File: config.mk
export PLATFORM = sky130hd
export DESIGN_NAME = aq_cp0_hpcp_acc_ctrl_flat
export DESIGN_NICKNAME = d
export VERILOG_FILES = /design/src/rtl/aq_cp0_hpcp_acc_ctrl_if.sv /design/src/rtl/aq_cp0_hpcp_acc_ctrl.sv /design/src/flat_wrapper.sv
export SDC_FILE = /design/constraint.sdc
export NUM_CORES = 1
export LEC_CHECK = 0
export CORE_ASPECT_RATIO = 0.6
export CORE_MARGIN = 2
export CORE_UTILIZATION = 40
export CTS_BUF_LIST = sky130_fd_sc_hd__clkbuf_2 sky130_fd_sc_hd__clkbuf_4 sky130_fd_sc_hd__clkbuf_8
export DETAILED_ROUTE_END_ITERATION = 10
export GPL_ROUTABILITY_DRIVEN = 0
export PLACE_DENSITY = 0.79
export SETUP_SLACK_MARGIN = 0.15
export SLEW_MARGIN = 20
export SYNTH_ARGS = -nofsm -noshare
export SYNTH_HDL_FRONTEND = slang
export SYNTH_SLANG_ARGS = --single-unit
export TNS_END_PERCENT = 100
File: constraint.sdc
create_clock -name regs_clk -period 3.11 [get_ports regs_clk]
set_input_delay 0.311 -clock regs_clk [delete_from_list [all_inputs] [get_ports regs_clk]]
set_output_delay 0.311 -clock regs_clk [all_outputs]
set_load 0.01 [all_outputs]
File: src/rtl/aq_cp0_hpcp_acc_ctrl_if.sv
// Signal bundle between the IU CSR pipe, the HPCP unit and the CP0 HPCP access sequencer.
// The slave view belongs to the sequencer; the master view belongs to its IU/HPCP neighbours.
interface aq_cp0_hpcp_acc_ctrl_if;
    logic        iui_hpcp_req_vld;
    logic        iui_hpcp_wen;
    logic [11:0] iui_hpcp_idx;
    logic [63:0] iui_hpcp_wdata;
    logic        iui_flush;
    logic        regs_smode;
    logic        regs_umode;
    logic [31:0] mcnten_value;
    logic [31:0] scnten_value;
    logic [31:0] mcntwen_value;
    logic        hpcp_cp0_ack;
    logic [63:0] hpcp_cp0_data;
    logic        cp0_hpcp_req;
    logic        cp0_hpcp_wen;
    logic [11:0] cp0_hpcp_idx;
    logic [63:0] cp0_hpcp_wdata;
    logic        hpcp_iui_done;
    logic        hpcp_iui_expt;
    logic [63:0] hpcp_iui_rdata;
    logic        hpcp_iui_busy;

    modport slave (
        input  iui_hpcp_req_vld, iui_hpcp_wen, iui_hpcp_idx, iui_hpcp_wdata, iui_flush,
        input  regs_smode, regs_umode, mcnten_value, scnten_value, mcntwen_value,
        input  hpcp_cp0_ack, hpcp_cp0_data,
        output cp0_hpcp_req, cp0_hpcp_wen, cp0_hpcp_idx, cp0_hpcp_wdata,
        output hpcp_iui_done, hpcp_iui_expt, hpcp_iui_rdata, hpcp_iui_busy
    );

    modport master (
        output iui_hpcp_req_vld, iui_hpcp_wen, iui_hpcp_idx, iui_hpcp_wdata, iui_flush,
        output regs_smode, regs_umode, mcnten_value, scnten_value, mcntwen_value,
        output hpcp_cp0_ack, hpcp_cp0_data,
        input  cp0_hpcp_req, cp0_hpcp_wen, cp0_hpcp_idx, cp0_hpcp_wdata,
        input  hpcp_iui_done, hpcp_iui_expt, hpcp_iui_rdata, hpcp_iui_busy
    );
endinterface

File: src/rtl/aq_cp0_hpcp_acc_ctrl.sv
// CP0 sequencer for IU CSR accesses to HPCP: privilege check, req/ack handshake with timeout,
// flush draining, and a single-cycle done/expt/rdata response back to the IU.
module aq_cp0_hpcp_acc_ctrl #(
    parameter int TIMEOUT = 16
) (
    input logic                    regs_clk,
    input logic                    cpurst_b,
    aq_cp0_hpcp_acc_ctrl_if.slave  bus
);
    localparam int CW = $clog2(TIMEOUT);
    localparam logic [CW-1:0] CNT_MAX = CW'(TIMEOUT - 1);

    typedef enum logic [2:0] {S_IDLE, S_ISSUE, S_WAIT, S_RESP, S_DRAIN} state_t;

    state_t        state, nxt;
    logic          req_q, req_nxt;
    logic          wen_q;
    logic [11:0]   idx_q;
    logic [63:0]   wdata_q;
    logic          expt_q, expt_nxt;
    logic [63:0]   rdata_q, rdata_nxt;
    logic [CW-1:0] cnt;
    logic          capture, clr_cnt, illegal, timeout;
    logic [4:0]    k;

    assign k       = bus.iui_hpcp_idx[4:0];
    assign timeout = (cnt == CNT_MAX);

    always_comb begin
        illegal = 1'b0;
        if (bus.regs_smode || bus.regs_umode) begin
            if (bus.iui_hpcp_idx[9:8] == 2'b11)
                illegal = 1'b1;
            else if (bus.regs_smode)
                illegal = !bus.mcnten_value[k] || (bus.iui_hpcp_wen && !bus.mcntwen_value[k]);
            else
                illegal = !bus.mcnten_value[k] || !bus.scnten_value[k] || bus.iui_hpcp_wen;
        end
    end

    always_ff @(posedge regs_clk or negedge cpurst_b) begin
        if (!cpurst_b) state <= S_IDLE;
        else           state <= nxt;
    end

    always_comb begin
        nxt       = state;
        req_nxt   = req_q;
        expt_nxt  = expt_q;
        rdata_nxt = rdata_q;
        capture   = 1'b0;
        clr_cnt   = 1'b0;
        case (state)
            S_IDLE: begin
                if (bus.iui_hpcp_req_vld && !bus.iui_flush) begin
                    capture = 1'b1;
                    if (illegal) begin
                        nxt       = S_RESP;
                        expt_nxt  = 1'b1;
                        rdata_nxt = '0;
                    end else begin
                        nxt     = S_ISSUE;
                        req_nxt = 1'b1;
                        clr_cnt = 1'b1;
                    end
                end
            end
            S_ISSUE, S_WAIT: begin
                // ack beats both flush and timeout: HPCP has already done the access
                if (bus.hpcp_cp0_ack) begin
                    req_nxt = 1'b0;
                    if (bus.iui_flush) begin
                        nxt = S_IDLE;
                    end else begin
                        nxt       = S_RESP;
                        expt_nxt  = 1'b0;
                        rdata_nxt = bus.hpcp_cp0_data;
                    end
                end else if (bus.iui_flush) begin
                    nxt = S_DRAIN;
                end else if (timeout) begin
                    req_nxt   = 1'b0;
                    nxt       = S_RESP;
                    expt_nxt  = 1'b1;
                    rdata_nxt = '0;
                end else if (state == S_ISSUE) begin
                    nxt = S_WAIT;
                end
            end
            S_RESP: nxt = S_IDLE;
            S_DRAIN: begin
                if (bus.hpcp_cp0_ack || timeout) begin
                    req_nxt = 1'b0;
                    nxt     = S_IDLE;
                end
            end
            default: begin
                nxt     = S_IDLE;
                req_nxt = 1'b0;
            end
        endcase
    end

    always_ff @(posedge regs_clk or negedge cpurst_b) begin
        if (!cpurst_b) begin
            req_q   <= 1'b0;
            wen_q   <= 1'b0;
            idx_q   <= '0;
            wdata_q <= '0;
            expt_q  <= 1'b0;
            rdata_q <= '0;
            cnt     <= '0;
        end else begin
            req_q   <= req_nxt;
            expt_q  <= expt_nxt;
            rdata_q <= rdata_nxt;
            if (capture) begin
                wen_q   <= bus.iui_hpcp_wen;
                idx_q   <= bus.iui_hpcp_idx;
                wdata_q <= bus.iui_hpcp_wdata;
            end
            if (clr_cnt)
                cnt <= '0;
            else if ((state == S_ISSUE || state == S_WAIT || state == S_DRAIN) && !timeout)
                cnt <= cnt + 1'b1;
        end
    end

    // Response fields are only meaningful alongside done; keep them quiet otherwise.
    assign bus.cp0_hpcp_req   = req_q;
    assign bus.cp0_hpcp_wen   = wen_q;
    assign bus.cp0_hpcp_idx   = idx_q;
    assign bus.cp0_hpcp_wdata = wdata_q;
    assign bus.hpcp_iui_done  = (state == S_RESP) && !bus.iui_flush;
    assign bus.hpcp_iui_expt  = bus.hpcp_iui_done && expt_q;
    assign bus.hpcp_iui_rdata = bus.hpcp_iui_done ? rdata_q : 64'd0;
    assign bus.hpcp_iui_busy  = (state != S_IDLE);
endmodule

File: src/flat_wrapper.sv
// flat-port wrapper written by rule: the top's interface ports become plain ports
module aq_cp0_hpcp_acc_ctrl_flat 
#(
    parameter int TIMEOUT = 16
)
  (regs_clk, cpurst_b, bus_iui_hpcp_req_vld, bus_iui_hpcp_wen, bus_iui_hpcp_idx, bus_iui_hpcp_wdata, bus_iui_flush, bus_regs_smode, bus_regs_umode, bus_mcnten_value, bus_scnten_value, bus_mcntwen_value, bus_hpcp_cp0_ack, bus_hpcp_cp0_data, bus_cp0_hpcp_req, bus_cp0_hpcp_wen, bus_cp0_hpcp_idx, bus_cp0_hpcp_wdata, bus_hpcp_iui_done, bus_hpcp_iui_expt, bus_hpcp_iui_rdata, bus_hpcp_iui_busy);
  aq_cp0_hpcp_acc_ctrl_if bus_i ();
  input logic regs_clk;
  input logic cpurst_b;
  input wire logic [$bits(bus_i.iui_hpcp_req_vld)-1:0] bus_iui_hpcp_req_vld;
  input wire logic [$bits(bus_i.iui_hpcp_wen)-1:0] bus_iui_hpcp_wen;
  input wire logic [$bits(bus_i.iui_hpcp_idx)-1:0] bus_iui_hpcp_idx;
  input wire logic [$bits(bus_i.iui_hpcp_wdata)-1:0] bus_iui_hpcp_wdata;
  input wire logic [$bits(bus_i.iui_flush)-1:0] bus_iui_flush;
  input wire logic [$bits(bus_i.regs_smode)-1:0] bus_regs_smode;
  input wire logic [$bits(bus_i.regs_umode)-1:0] bus_regs_umode;
  input wire logic [$bits(bus_i.mcnten_value)-1:0] bus_mcnten_value;
  input wire logic [$bits(bus_i.scnten_value)-1:0] bus_scnten_value;
  input wire logic [$bits(bus_i.mcntwen_value)-1:0] bus_mcntwen_value;
  input wire logic [$bits(bus_i.hpcp_cp0_ack)-1:0] bus_hpcp_cp0_ack;
  input wire logic [$bits(bus_i.hpcp_cp0_data)-1:0] bus_hpcp_cp0_data;
  output wire logic [$bits(bus_i.cp0_hpcp_req)-1:0] bus_cp0_hpcp_req;
  output wire logic [$bits(bus_i.cp0_hpcp_wen)-1:0] bus_cp0_hpcp_wen;
  output wire logic [$bits(bus_i.cp0_hpcp_idx)-1:0] bus_cp0_hpcp_idx;
  output wire logic [$bits(bus_i.cp0_hpcp_wdata)-1:0] bus_cp0_hpcp_wdata;
  output wire logic [$bits(bus_i.hpcp_iui_done)-1:0] bus_hpcp_iui_done;
  output wire logic [$bits(bus_i.hpcp_iui_expt)-1:0] bus_hpcp_iui_expt;
  output wire logic [$bits(bus_i.hpcp_iui_rdata)-1:0] bus_hpcp_iui_rdata;
  output wire logic [$bits(bus_i.hpcp_iui_busy)-1:0] bus_hpcp_iui_busy;
  assign bus_i.iui_hpcp_req_vld = bus_iui_hpcp_req_vld;
  assign bus_i.iui_hpcp_wen = bus_iui_hpcp_wen;
  assign bus_i.iui_hpcp_idx = bus_iui_hpcp_idx;
  assign bus_i.iui_hpcp_wdata = bus_iui_hpcp_wdata;
  assign bus_i.iui_flush = bus_iui_flush;
  assign bus_i.regs_smode = bus_regs_smode;
  assign bus_i.regs_umode = bus_regs_umode;
  assign bus_i.mcnten_value = bus_mcnten_value;
  assign bus_i.scnten_value = bus_scnten_value;
  assign bus_i.mcntwen_value = bus_mcntwen_value;
  assign bus_i.hpcp_cp0_ack = bus_hpcp_cp0_ack;
  assign bus_i.hpcp_cp0_data = bus_hpcp_cp0_data;
  assign bus_cp0_hpcp_req = bus_i.cp0_hpcp_req;
  assign bus_cp0_hpcp_wen = bus_i.cp0_hpcp_wen;
  assign bus_cp0_hpcp_idx = bus_i.cp0_hpcp_idx;
  assign bus_cp0_hpcp_wdata = bus_i.cp0_hpcp_wdata;
  assign bus_hpcp_iui_done = bus_i.hpcp_iui_done;
  assign bus_hpcp_iui_expt = bus_i.hpcp_iui_expt;
  assign bus_hpcp_iui_rdata = bus_i.hpcp_iui_rdata;
  assign bus_hpcp_iui_busy = bus_i.hpcp_iui_busy;
  aq_cp0_hpcp_acc_ctrl #(.TIMEOUT(TIMEOUT)) u_core (.regs_clk(regs_clk), .cpurst_b(cpurst_b), .bus(bus_i));
endmodule
# == Word level (Yosys, flattened, before mapping) ==
# Cells that the tools add are included.
# word_totals
out_inout_bits,145
ff_bits,150
inputBits,244
elab_cells,97
# classes
n_reduce_logical,25
n_bitwise,1
n_mux,47
add_sub_neg,1
magnitude_cmp,1
eq_ne,14
# op_table
operator,n
2-to-1 mux 64 bit,7
case mux 64 bit (2 select lines),1
2-to-1 mux 1 bit,23
2-to-1 mux 3 bit,6
binary-select mux 1 bit (select 5 bit),3
case mux 3 bit (3 select lines),1
2-to-1 mux 4 bit,2
logical OR 1 bit,7
"equality test 3 x 2 -> 1 bit, second input constant",2
"< comparator 5 x 6 -> 1 bit, second input constant",1
"inequality test 2 x 1 -> 1 bit, second input constant",3
AND reduction 6 bit,1
logical AND 1 bit,5
logical NOT 1 bit,5
"inequality test 5 x 3 -> 1 bit, second input constant",1
AND reduction 5 bit,1
"adder 4 x 1 -> 4 bit, second input constant",1
"equality test 4 bit, second input constant",1
2-to-1 mux 2 bit,2
"inequality test 2 bit, second input constant",2
case mux 1 bit (4 select lines),1
nonzero test 2 bit,2
"equality test 3 x 1 -> 1 bit, second input constant",1
"equality test 3 bit, second input constant",1
other kinds (9),9

# == Depth between registers and ports, before layout ==
# Gate-level depths: netlist of run 1.
# depth
ltp_word,12
mapped_depth,11
mapped_depth_nobuf,9

# == Worst setup path after synthesis of run 1 ==
# Ideal clock, no wire load.
# synth_timing
path_kind,input port to flip-flop
startpoint,input bus_iui_hpcp_idx[1]
endpoint,register u_core.rdata_q[39]
path_stages,10
slack_ns,0.711
path_buffers,4
setup_ns,0.137
t_required_ns,2.973
arrival_ns,2.262
path_cell_list,buf_2 > buf_4 > mux4_2 > mux2_2 > o21ai_0 > a211oi_2 > buf_4 > buf_4 > nand3_1 > o2111ai_1
# synth_via
elab_chain_len,10
elab_cells_between_ends,18
cone_classes,eq/ne: 1; mux: 9; reduce/logical: 8
# synth_lines
element,line,text
start: declaration,flat_wrapper.sv:12,input wire logic [$bits(bus_i.iui_hpcp_idx)-1:0] bus_iui_hpcp_idx;
"binary-select mux 1 bit (select 5 bit), on equally long branches","aq_cp0_hpcp_acc_ctrl.sv:35, aq_cp0_hpcp_acc_ctrl.sv:37",
"2-to-1 mux 1 bit, on equally long branches","aq_cp0_hpcp_acc_ctrl.sv:35, aq_cp0_hpcp_acc_ctrl.sv:37",
"logical NOT 1 bit, on equally long branches","aq_cp0_hpcp_acc_ctrl.sv:35, aq_cp0_hpcp_acc_ctrl.sv:37",
logical OR 1 bit / logical AND 1 bit (equally long branches),"aq_cp0_hpcp_acc_ctrl.sv:37, aq_cp0_hpcp_acc_ctrl.sv:35",
"logical OR 1 bit, on equally long branches","aq_cp0_hpcp_acc_ctrl.sv:37, aq_cp0_hpcp_acc_ctrl.sv:35",
2-to-1 mux 1 bit *,aq_cp0_hpcp_acc_ctrl.sv:34,else if (bus.regs_smode)
2-to-1 mux 1 bit *,aq_cp0_hpcp_acc_ctrl.sv:32,if (bus.iui_hpcp_idx[9:8] == 2'b11)
2-to-1 mux 1 bit *,aq_cp0_hpcp_acc_ctrl.sv:31,if (bus.regs_smode || bus.regs_umode) begin
inequality test 2 x 1 -> 1 bit (no source line) *,--,
AND reduction 5 bit (no source line) *,--,
end signal: assignment,aq_cp0_hpcp_acc_ctrl.sv:116,rdata_q <= rdata_nxt;
end: declaration,aq_cp0_hpcp_acc_ctrl.sv:21,"logic [63:0] rdata_q, rdata_nxt;"
# Mark *: on every way between the ends. The rest lies on a longest branch, timed or not. The select of a mux whose other input is x is not followed.
# A chain may end at the register's enable or synchronous reset.

# == Worst setup path after layout of run 1 ==
# layout_timing
startpoint,register u_core.state[1]
endpoint,output bus_hpcp_iui_rdata[56]
# layout_via
elab_chain_len,3
# layout_lines
element,line,text
start: declaration,aq_cp0_hpcp_acc_ctrl.sv:15,"state_t state, nxt;"
start signal: assignment,aq_cp0_hpcp_acc_ctrl.sv:43,else state <= nxt;
equality test 3 x 2 -> 1 bit,aq_cp0_hpcp_acc_ctrl.sv:134,assign bus.hpcp_iui_done = (state == S_RESP) && !bus.iui_flush;
logical AND 1 bit,aq_cp0_hpcp_acc_ctrl.sv:134,
2-to-1 mux 64 bit,aq_cp0_hpcp_acc_ctrl.sv:136,assign bus.hpcp_iui_rdata = bus.hpcp_iui_done ? rdata_q : 64'd0;
end: declaration,flat_wrapper.sv:28,output wire logic [$bits(bus_i.hpcp_iui_rdata)-1:0] bus_hpcp_iui_rdata;
# Every way passes these cells.

==> metrics.md, run 1 <==
| Metric | Value |
|---|---|
| PwrDens | 710 mW/mm^2 |
| CP arrival | 2.47 ns |
| Largest net degree at the start of global routing | 129 |
| Endpoint of the worst hold path | u_core.bus.cp0_hpcp_wdata[29] |
| Mapped Area | 0.00821 mm^2 |
| Final-report max-slew violation count | 0 |
| Clock sink count | 150 |
| Core ar. | 0.0201 mm^2 |
| Max VDD drop | 0.483 mV |
| Max cap viols | 0 |
| Post-synthesis sequential area ratio | 45.7% |
| Buffers added on ports | 388 |
| Final Hold Viols | 0 |
| Initial antenna violation count | 0 |
| Internal | 5600 uW |
| Height of the die | 115 um |
| Min-delay src | bus_iui_hpcp_wdata[29] |
| Placed inst area | 0.0124 mm^2 |
| Most frequent cells in the layout | clkdlybuf4s50_1, nand2_1, dfrtp_1 |
| Outcome | completed |
| Clk slew on worst S/H paths | 0.08 ns |
| Worst-Margin Slew | 0.928 ns |
| Die width | 189 um |
| Switch share | 38.1% |
| HP Class | input pin to register |
| Post-synth EDFFs | 0 |
| Layout Cells excl Fill | 1,595 |
| Layout area overhead | 55.1% |
| Post-Route Skew | 0.0103 ns |
| Post-Syn Nets | 1,213 |
| Post-route cell area | 0.0127 mm^2 |
| Clock network fraction of total power | 16.6% |
| Crit path from | u_core.state[1] |
| Tmin final | 2.79 ns |
| Initial core utilization | 40.9% |
| Async S/R FF share, synth | 100% |
| Grt total ovfl | 0 |
| Yosys cell types | 42 |
| Vias in the first global route | 8,497 |
| Final layout net count | 1,556 |
| Reg2reg setup slack | 0.59 ns |
| Slew margin rel. | 38.2% |
| GRT Overall Usage | 27.5% |
| Cells on worst reg2reg path | 8 |
| Seq cells post-synth | 150 |
| Vias per Instance | 5.39 |
| Final setup TNS | 0 ns |
| Worst setup path category | register to primary output |
| Avg Cell Area, Syn | 8.48 um^2 |
| Sw power | 3450 uW |
| Unrepaired setup endpoints after global routing | false |
| Syn Inst Count | 968 |
| RR Startpoint | u_core.cnt[0] |
| Critical Path Fanout Max | 66 |
| Num rows | 40 |
| Post-synth top flop | dfrtp_1 |
| FMAX | 359 MHz |
| CP Data Required Time | 2.80 ns |
| FF-to-FF End | u_core.rdata_q[37] |
| Period utilisation layout | 89.6% |
| Clk buf depth | 2 |
| Placed cell count | 1,564 |
| Clock Latency Late Sink | 0.45 ns |
| Pwr Total | 9050 uW |
| Post-CTS Setup Repair Bufs | 0 |
| Die area | 0.0217 mm^2 |
| Static Leak | 0.00538 uW |
| Avg WL per Cell | 18.4 um |
| DRT Wirelength | 29,300 um |
| Final ANT Viol Nets | 0 |
| Hold depth | 3 |
| DPL Wire Length | 20,900 um |
| First-pass GRT wire length | 46,500 um |
| H-tree levels | 4 |
| CTS buffer count | 17 |
| Share of layout cells above drive strength 1 | 6.58% |
| Commonest non-fill, non-tap cell in the layout | clkdlybuf4s50_1 |
| Reg power frac | 39.8% |
| DRC viols | 0 |
| Drt first pass iters | 5 |
| Clock root buffer | clkbuf_8 |
| Vias post-DR | 8,596 |
| Pre-CTS setup slack | -0.0230 ns |
| Final setup fails | 0 |
| DRT iter0 DRCs | 717 |
| Logic pwr share | 43.6% |
| Worst setup EP type | primary output |
| Setup ws final | 0.324 ns |
| Io pins | 389 |
| Crit path launch type | register |
| Yosys Warn Count | 0 |
| Diode count | 0 |
| CTS tree | built |
kinds of logic after synthesis:
family | after synthesis | synth area share, %
multiplexers | 36 | 7.63
AO/OA/AOI/OAI | 99 | 9.86
adder cells (fa/ha/maj) | 1 | 0.152
buffers and inverters | 90 | 4.84
flip-flops | 150 | 45.7
AND/OR/NAND/NOR | 589 | 31.5
XOR/XNOR | 3 | 0.320
power by group through the flow:
| stage | Combinational, uW | Sequential (uW) | Clock [uW] |
|---|---|---|---|
| floorplan | 1790 | 3680 | 0 |
| global placement | 3840 | 3550 | 0 |
| detailed placement | 3950 | 3610 | 0 |
| CTS | 3970 | 3590 | 1540 |
| global route | 4350 | 3740 | 1640 |
| finish | 3940 | 3600 | 1500 |
critical path: stages, from the launching register on:
cell and delay (ns):
dfrtp_1 0.53, nand2_1 0.18, nor3_2 0.21, buf_12 0.26, and2_1 0.17, clkdlybuf4s50_1 0.63
layout make-up:
cell class | instances | area (um^2)
well taps | 273 | 342
repair buffers | 407 | 4150
multi-input cells | 728 | 4100
flip-flops and latches | 150 | 3750
inverters | 7 | 26.3
clock inverters | 10 | 106
fillers | 1669 | 7330
clock buffers | 20 | 269
sequential cells by signal, summed over array words and instances, names as in the netlist:
signal	count
u_core.bus.cp0_hpcp_wen	1
u_core.cnt	4
u_core.rdata_q	64
u_core.bus.cp0_hpcp_wdata	64
u_core.expt_q	1
u_core.bus.cp0_hpcp_idx	12
u_core.bus.cp0_hpcp_req	1
u_core.state	3
worst max-delay path by stage:
stage | cells past startpoint | slack, ns | to
2_1_floorplan | 10 | 0.71 | u_core.rdata_q[39]
3_3_place_gp | 9 | 0.03 | u_core.rdata_q[5]
3_5_place_dp | 9 | -0.02 | u_core.rdata_q[0]
4_1_cts | 5 | 0.26 | bus_hpcp_iui_rdata[56]
5_1_grt | 5 | 0.19 | bus_hpcp_iui_rdata[56]
6_report | 5 | 0.32 | bus_hpcp_iui_rdata[56]
through the flow:
stage / utilization, % / hold slack, ns
floorplan: - / 0.0154
global placement: 61.5 / 0.456
detailed placement: 61.5 / 0.461
CTS: 63.5 / 0.340
global route: 63.5 / 0.354
finish: 63.5 / 0.383
layer usage:
layer,global-route usage (%),wire [um]
met1,36.3,12300
met5,0,0
met3,11.6,3230
met4,6.77,432
met2,42.2,13300
repair_timing:
action / CTS / global route
hold endpoints to repair: 88 / 0
resized for setup: 0 / 1
hold buffers: 1 / 0
setup endpoints to repair: 0 / 1
cell usage after synthesis (6+ instances only):
master	n	area, um^2
and2_1	66	413
buf_2	6	30.0
buf_4	14	105
clkbuf_1	59	221
dfrtp_1	150	3750
inv_1	7	26.3
mux2i_1	12	120
mux4_2	21	473
nand2_1	362	1360
nand3_1	133	666
nor2_1	11	41.3
nor3_1	6	30.0
o2111ai_1	64	561
o21ai_0	9	45.0
(Power assumes the default switching activity.)
==> run 2, diff against run 1 <==
- CORE_UTILIZATION: 40 -> 45
- PLACE_DENSITY: 0.79 -> 0.87
==> run 2 against run 1 <==
  * Routed wire length up 0.35%
  * Power up 0.95%
  * Global-route usage grew 3.1 points
  * Clock skew rose by 0.0079 ns
  * Combinational power hardly changed
  * Cell count fell by 1.9%
  * Sequential share of layout area about the same
  * Die area shrank 11%
  * Non-clock buffer count down 2
  * Critical path type is now input pin to register
==> metrics.md, run 2 (synthesis gave the netlist of run 1 again) <==
| Metric | Value |
|---|---|
| Max VDD drop | 0.511 mV |
| Post-CTS Setup Repair Bufs | 0 |
| CTS buffer count | 17 |
| Initial core utilization | 45.7% |
| Crit-path leading delay family | buffers and inverters |
| Static Leak | 0.00538 uW |
| Placed inst area | 0.0123 mm^2 |
| GRT Overall Usage | 30.6% |
| HP Class | input pin to register |
| Reg2reg setup slack | 0.59 ns |
| Die width | 178 um |
| H-tree levels | 4 |
| Height of the die | 109 um |
| Worst-Margin Slew | 0.889 ns |
| First-pass GRT wire length | 45,800 um |
| Vias post-DR | 8,695 |
| Core ar. | 0.0180 mm^2 |
| Crit-path cells | clkdlybuf4s50_1 -> buf_4 -> nor2b_1 -> a2bb2oi_1 -> nand4_1 -> o22a_1 -> a31oi_2 -> nor2_4 -> buf_12 -> o2111ai_1 |
| Worst setup EP type | register |
| Multi-input gate area | 0.00410 mm^2 |
| Placed cell count | 1,529 |
| Slew margin rel. | 40.7% |
| Buffers added on ports | 388 |
| Final setup TNS | 0 ns |
| Critical Path Fanout Max | 64 |
| Stages on worst setup path | 10 |
| Reg area | 0.00375 mm^2 |
| Initial antenna violation count | 2 |
| Final setup fails | 0 |
| Post-Route Skew | 0.0182 ns |
| CTS tree | built |
| CP max stage delay | 0.71 ns |
| Most frequent cells in the layout | clkdlybuf4s50_1, nand2_1, dfrtp_1 |
| DRT iter0 DRCs | 951 |
| Tmin final | 2.83 ns |
| Final layout net count | 1,554 |
| CP arrival | 3.10 ns |
| Clock root buffer | clkbuf_8 |
| Vias in the first global route | 8,385 |
| Final Hold Viols | 0 |
| Max cap viols | 0 |
| Endpoint of the worst hold path | u_core.bus.cp0_hpcp_idx[11] |
| Final ANT Viol Nets | 0 |
| Layout Cells excl Fill | 1,564 |
| Final-report max-slew violation count | 0 |
| Clk buf depth | 2 |
| Clk slew on worst S/H paths | 0.12 ns |
| CP Data Required Time | 3.38 ns |
| Num rows | 38 |
| DRT Wirelength | 29,400 um |
| Post-route cell area | 0.0127 mm^2 |
| Clock sink count | 150 |
| Crit path launch type | input pin |
| Avg WL per Cell | 18.8 um |
| Layout area overhead | 54.9% |
| Cells on worst reg2reg path | 8 |
| Worst setup path category | input pin to register |
| Outcome | completed |
| Grt total ovfl | 0 |
| Period utilisation layout | 91.0% |
| Worst path bufs/invs | 3 |
| Io pins | 389 |
| DPL Wire Length | 21,300 um |
| Largest net degree at the start of global routing | 129 |
| FF-to-FF End | u_core.rdata_q[53] |
| Die area | 0.0194 mm^2 |
| Final Core Density | 70.8% |
| Min-delay src | bus_iui_hpcp_idx[11] |
| Filler cells | 1,341 |
| Drt first pass iters | 6 |
| Hold depth | 3 |
| Commonest non-fill, non-tap cell in the layout | clkdlybuf4s50_1 |
| Share of layout cells above drive strength 1 | 6.51% |
| DRC viols | 0 |
| Clock Latency Late Sink | 0.44 ns |
| PwrDens | 718 mW/mm^2 |
| Vias per Instance | 5.56 |
| FMAX | 354 MHz |
| RR Startpoint | u_core.cnt[0] |
| Unrepaired setup endpoints after global routing | false |
| Worst path slowest cell | clkdlybuf4s50_1 |
==> run 2: cell count changes in the layout (fill, tap and decap cells not counted), moves of 2 or more <==
| cell | delta |
|---|---|
| bufinv_16 | -2 |
| inv_6 | +4 |
| buf_12 | -2 |
| clkinv_8 | +6 |
| clkbuf_8 | -2 |
| diode_2 | +2 |
| clkinv_2 | -6 |
| inv_8 | +4 |
==> run 2: report_power, final <==
part	switching (uW)	total [uW]	leakage [uW]	internal, uW
sequential	708	3580	0.00187	2870
clock	969	1600	0.000213	635
combinational	1990	3950	0.00330	1960
total	3660	9130	0.00538	5470
==> run 2: worst max-delay path by stage <==
| stage | startpoint | to |
|---|---|---|
| 2_1_floorplan | bus_iui_hpcp_idx[1] | u_core.rdata_q[39] |
| 6_report | bus_iui_hpcp_idx[0] | u_core.rdata_q[53] |
| 3_3_place_gp | bus_iui_hpcp_idx[0] | u_core.rdata_q[48] |
| 4_1_cts | u_core.state[0] | bus_hpcp_iui_rdata[2] |
| 5_1_grt | u_core.state[0] | bus_hpcp_iui_rdata[62] |
| 3_5_place_dp | bus_iui_hpcp_idx[0] | u_core.rdata_q[53] |
==> run 2: area by class of cell <==
class,instances,area share [%]
Antenna cell,2,0.0393
Tap cell,240,2.36
Multi-Input combinational cell,728,32.2
Sequential cell,150,29.5
Inverter,7,0.207
Clock buffer,17,1.84
Clock inverter,15,1.52
Timing Repair Buffer,405,32.3
==> run 2: per-layer routing <==
layer / part of all wire [%] / vias up / wire length (um) / global-route usage, %
met1: 41 / 4196 / 12200 / 42.2
met4: 1.9 / 0 / 570 / 7.61
li1: - / 3999 / - / -
met5: 0 / - / 0 / 0
met3: 11 / 35 / 3230 / 10.7
met2: 46 / 465 / 13500 / 46.4
==> run 2: repair_timing <==
item / CTS / global route
endpoints found under the setup margin: 0 / 2
hold buffers: 1 / 0
gates resized for setup: 0 / 1
endpoints found under the hold margin: 83 / 0
==> run 2: through the flow <==
step,hold WS [ns],power [uW],worst slack (ns)
6_report,0.379,9130,0.281
4_1_cts,0.355,9160,0.267
3_3_place_gp,0.442,7330,0.0560
3_5_place_dp,0.446,7530,-0.0597
5_1_grt,0.351,9770,0.235
2_1_floorplan,0.0154,5470,0.711
==> run 2: worst min-delay path, stage by stage <==
cell and delay [ns]:
clkdlybuf4s50_1 0.40, nand2_1 0.05, nand2_1 0.04
==> run 3, diff against run 2 <==
- SLEW_MARGIN: 20 -> 10
==> run 3 against run 2 <==
  * Worst setup slack better by 0.011 ns
  * Via count is 0.58% lower
  * Count of clock-buffer cells in the layout stayed put
  * Register-to-register slack hardly changed
  * Non-clock buffer count stayed put
  * Design area hardly changed
  * Sequential share of layout area hardly changed
  * Utilization hardly changed
  * Global-route usage stayed put
  * Critical path type unchanged
  * Critical endpoint unchanged
  * Largest cell class unchanged
  * Largest power group unchanged
  * Highest routed layer unchanged
==> metrics.md, run 3 (synthesis gave the netlist of run 1 again) <==
| Metric | Value |
|---|---|
| GRT Overall Usage | 30.6% |
| Unrepaired setup endpoints after global routing | false |
| Slew margin rel. | 18.1% |
| Most frequent cells in the layout | clkdlybuf4s50_1, nand2_1, dfrtp_1 |
| Clock sink count | 150 |
| Max VDD drop | 0.512 mV |
| Largest net degree at the start of global routing | 129 |
| Pre-CTS setup slack | -0.0597 ns |
| Worst setup path category | input pin to register |
| M1 WL | 12,300 um |
| Io pins | 389 |
| Static Leak | 0.00538 uW |
| Top Metal Used | met4 |
| Initial antenna violation count | 2 |
| Vias post-DR | 8,645 |
| CTS buffer count | 17 |
| Clk slew on worst S/H paths | 0.11 ns |
| Met2 Routed Length | 13,400 um |
| CP arrival | 3.09 ns |
| CTS tree | built |
| Setup ws final | 0.293 ns |
| Worst path bufs/invs | 3 |
| Stages on worst setup path | 10 |
| Reg2reg setup slack | 0.60 ns |
| Period utilisation layout | 90.6% |
| Critical Path Fanout Max | 64 |
| Final layout net count | 1,554 |
| Drt first pass iters | 6 |
| Worst path slowest cell | clkdlybuf4s50_1 |
| CP Data Required Time | 3.38 ns |
| H-tree levels | 4 |
| Met3 WL | 3220 um |
| Share of layout cells above drive strength 1 | 6.51% |
| Commonest non-fill, non-tap cell in the layout | clkdlybuf4s50_1 |
| HP Class | input pin to register |
| Initial core utilization | 45.7% |
| Layout Cells excl Fill | 1,564 |
| Clock Latency Late Sink | 0.44 ns |
| Max cap viols | 0 |
| Avg WL per Cell | 18.8 um |
| Buffers added on ports | 388 |
| DPL Wire Length | 21,300 um |
| CP max stage delay | 0.71 ns |
| Worst setup EP type | register |
| Crit path launch type | input pin |
| Clk buf depth | 2 |
| Placed cell count | 1,529 |
| Die width | 178 um |
| DRT iter0 DRCs | 913 |
| Crit-path leading delay family | buffers and inverters |
| Final Hold Viols | 0 |
| Num rows | 38 |
| Core ar. | 0.0180 mm^2 |
| Post-Route Skew | 0.0187 ns |
| Tmin final | 2.82 ns |
| Final-report max-slew violation count | 0 |
| DRT Wirelength | 29,400 um |
| FMAX | 355 MHz |
| Final setup fails | 0 |
| Height of the die | 109 um |
| Hold depth | 3 |
| Grt total ovfl | 0 |
| PwrDens | 717 mW/mm^2 |
| Filler cells | 1,343 |
| Vias per Instance | 5.53 |
| Vias in the first global route | 8,385 |
| First-pass GRT wire length | 45,800 um |
| Final ANT Viol Nets | 0 |
| DRC viols | 0 |
| Layout area overhead | 54.8% |
| Cells on worst reg2reg path | 8 |
| Outcome | completed |
| Die area | 0.0194 mm^2 |
| Clock root buffer | clkbuf_8 |
| Worst-Margin Slew | 1.23 ns |
| Crit-path cells | clkdlybuf4s50_1 -> buf_4 -> nor2b_1 -> a2bb2oi_1 -> nand4_1 -> o22a_1 -> a31oi_2 -> nor2_4 -> buf_12 -> o2111ai_1 |
[run 3: worst register-to-register path: stages, from the launching register on]
cell and delay (ns):
dfrtp_1 0.42, ha_1 0.26, a31oi_1 0.37, inv_1 0.11, and3_1 0.22, o21ai_4 0.13, buf_4 0.58, nand2_1 0.17
o2111ai_1 0.15
[run 3: final cells by class]
class	instances	area, um^2	area share (%)
Antenna cell	2	5.00	0.0394
Clock buffer	17	234	1.84
Clock inverter	15	194	1.52
Inverter	7	26.3	0.207
Multi-Input combinational cell	728	4100	32.2
Sequential cell	150	3750	29.5
Tap cell	240	300	2.36
Timing Repair Buffer	405	4110	32.3
[run 3: path summary, 6_finish.rpt]
path | startpoint | end
max | bus_iui_hpcp_idx[0] | u_core.rdata_q[53]
min | bus_iui_hpcp_wdata[31] | u_core.bus.cp0_hpcp_wdata[31]
max reg2reg | u_core.cnt[0] | u_core.rdata_q[53]
min reg2reg | u_core.bus.cp0_hpcp_idx[9] | u_core.bus.cp0_hpcp_idx[9]
max in group asynchronous | cpurst_b | u_core.bus.cp0_hpcp_idx[7]
min in group asynchronous | cpurst_b | u_core.bus.cp0_hpcp_wdata[62]
[run 3: through the flow]
step | util (%) | total power [uW] | setup TNS, ns | instance area (um^2) | hold WS [ns]
after CTS | 70.7 | 9160 | 0 | 12700 | 0.355
after floorplan | - | 5470 | 0 | 8210 | 0.0154
final | 70.8 | 9120 | 0 | 12700 | 0.381
after global placement | 68.3 | 7330 | 0 | 12300 | 0.442
after global routing | 70.7 | 9770 | 0 | 12700 | 0.351
after detailed placement | 68.3 | 7530 | -0.565 | 12300 | 0.446
[run 3: layer usage]
| metal | up-vias | global-route usage [%] |
|---|---|---|
| met5 | - | 0 |
| met4 | 0 | 7.61 |
| met3 | 39 | 10.7 |
| met2 | 419 | 46.4 |
| met1 | 4179 | 42.2 |
| li1 | 4008 | - |
[run 3: power by group]
part / total, uW / switching [uW] / internal [uW]
Clock: 1600 / 966 / 635
Sequential: 3580 / 713 / 2870
Combinational: 3940 / 1980 / 1960
[run 3: what timing repair did]
action                                  in CTS  in global routing
setup buffers                                0                  0
hold buffers                                 1                  0
resized for setup                            0                  1
endpoints found under the setup margin       0                  2
hold endpoints to repair                    83                  0
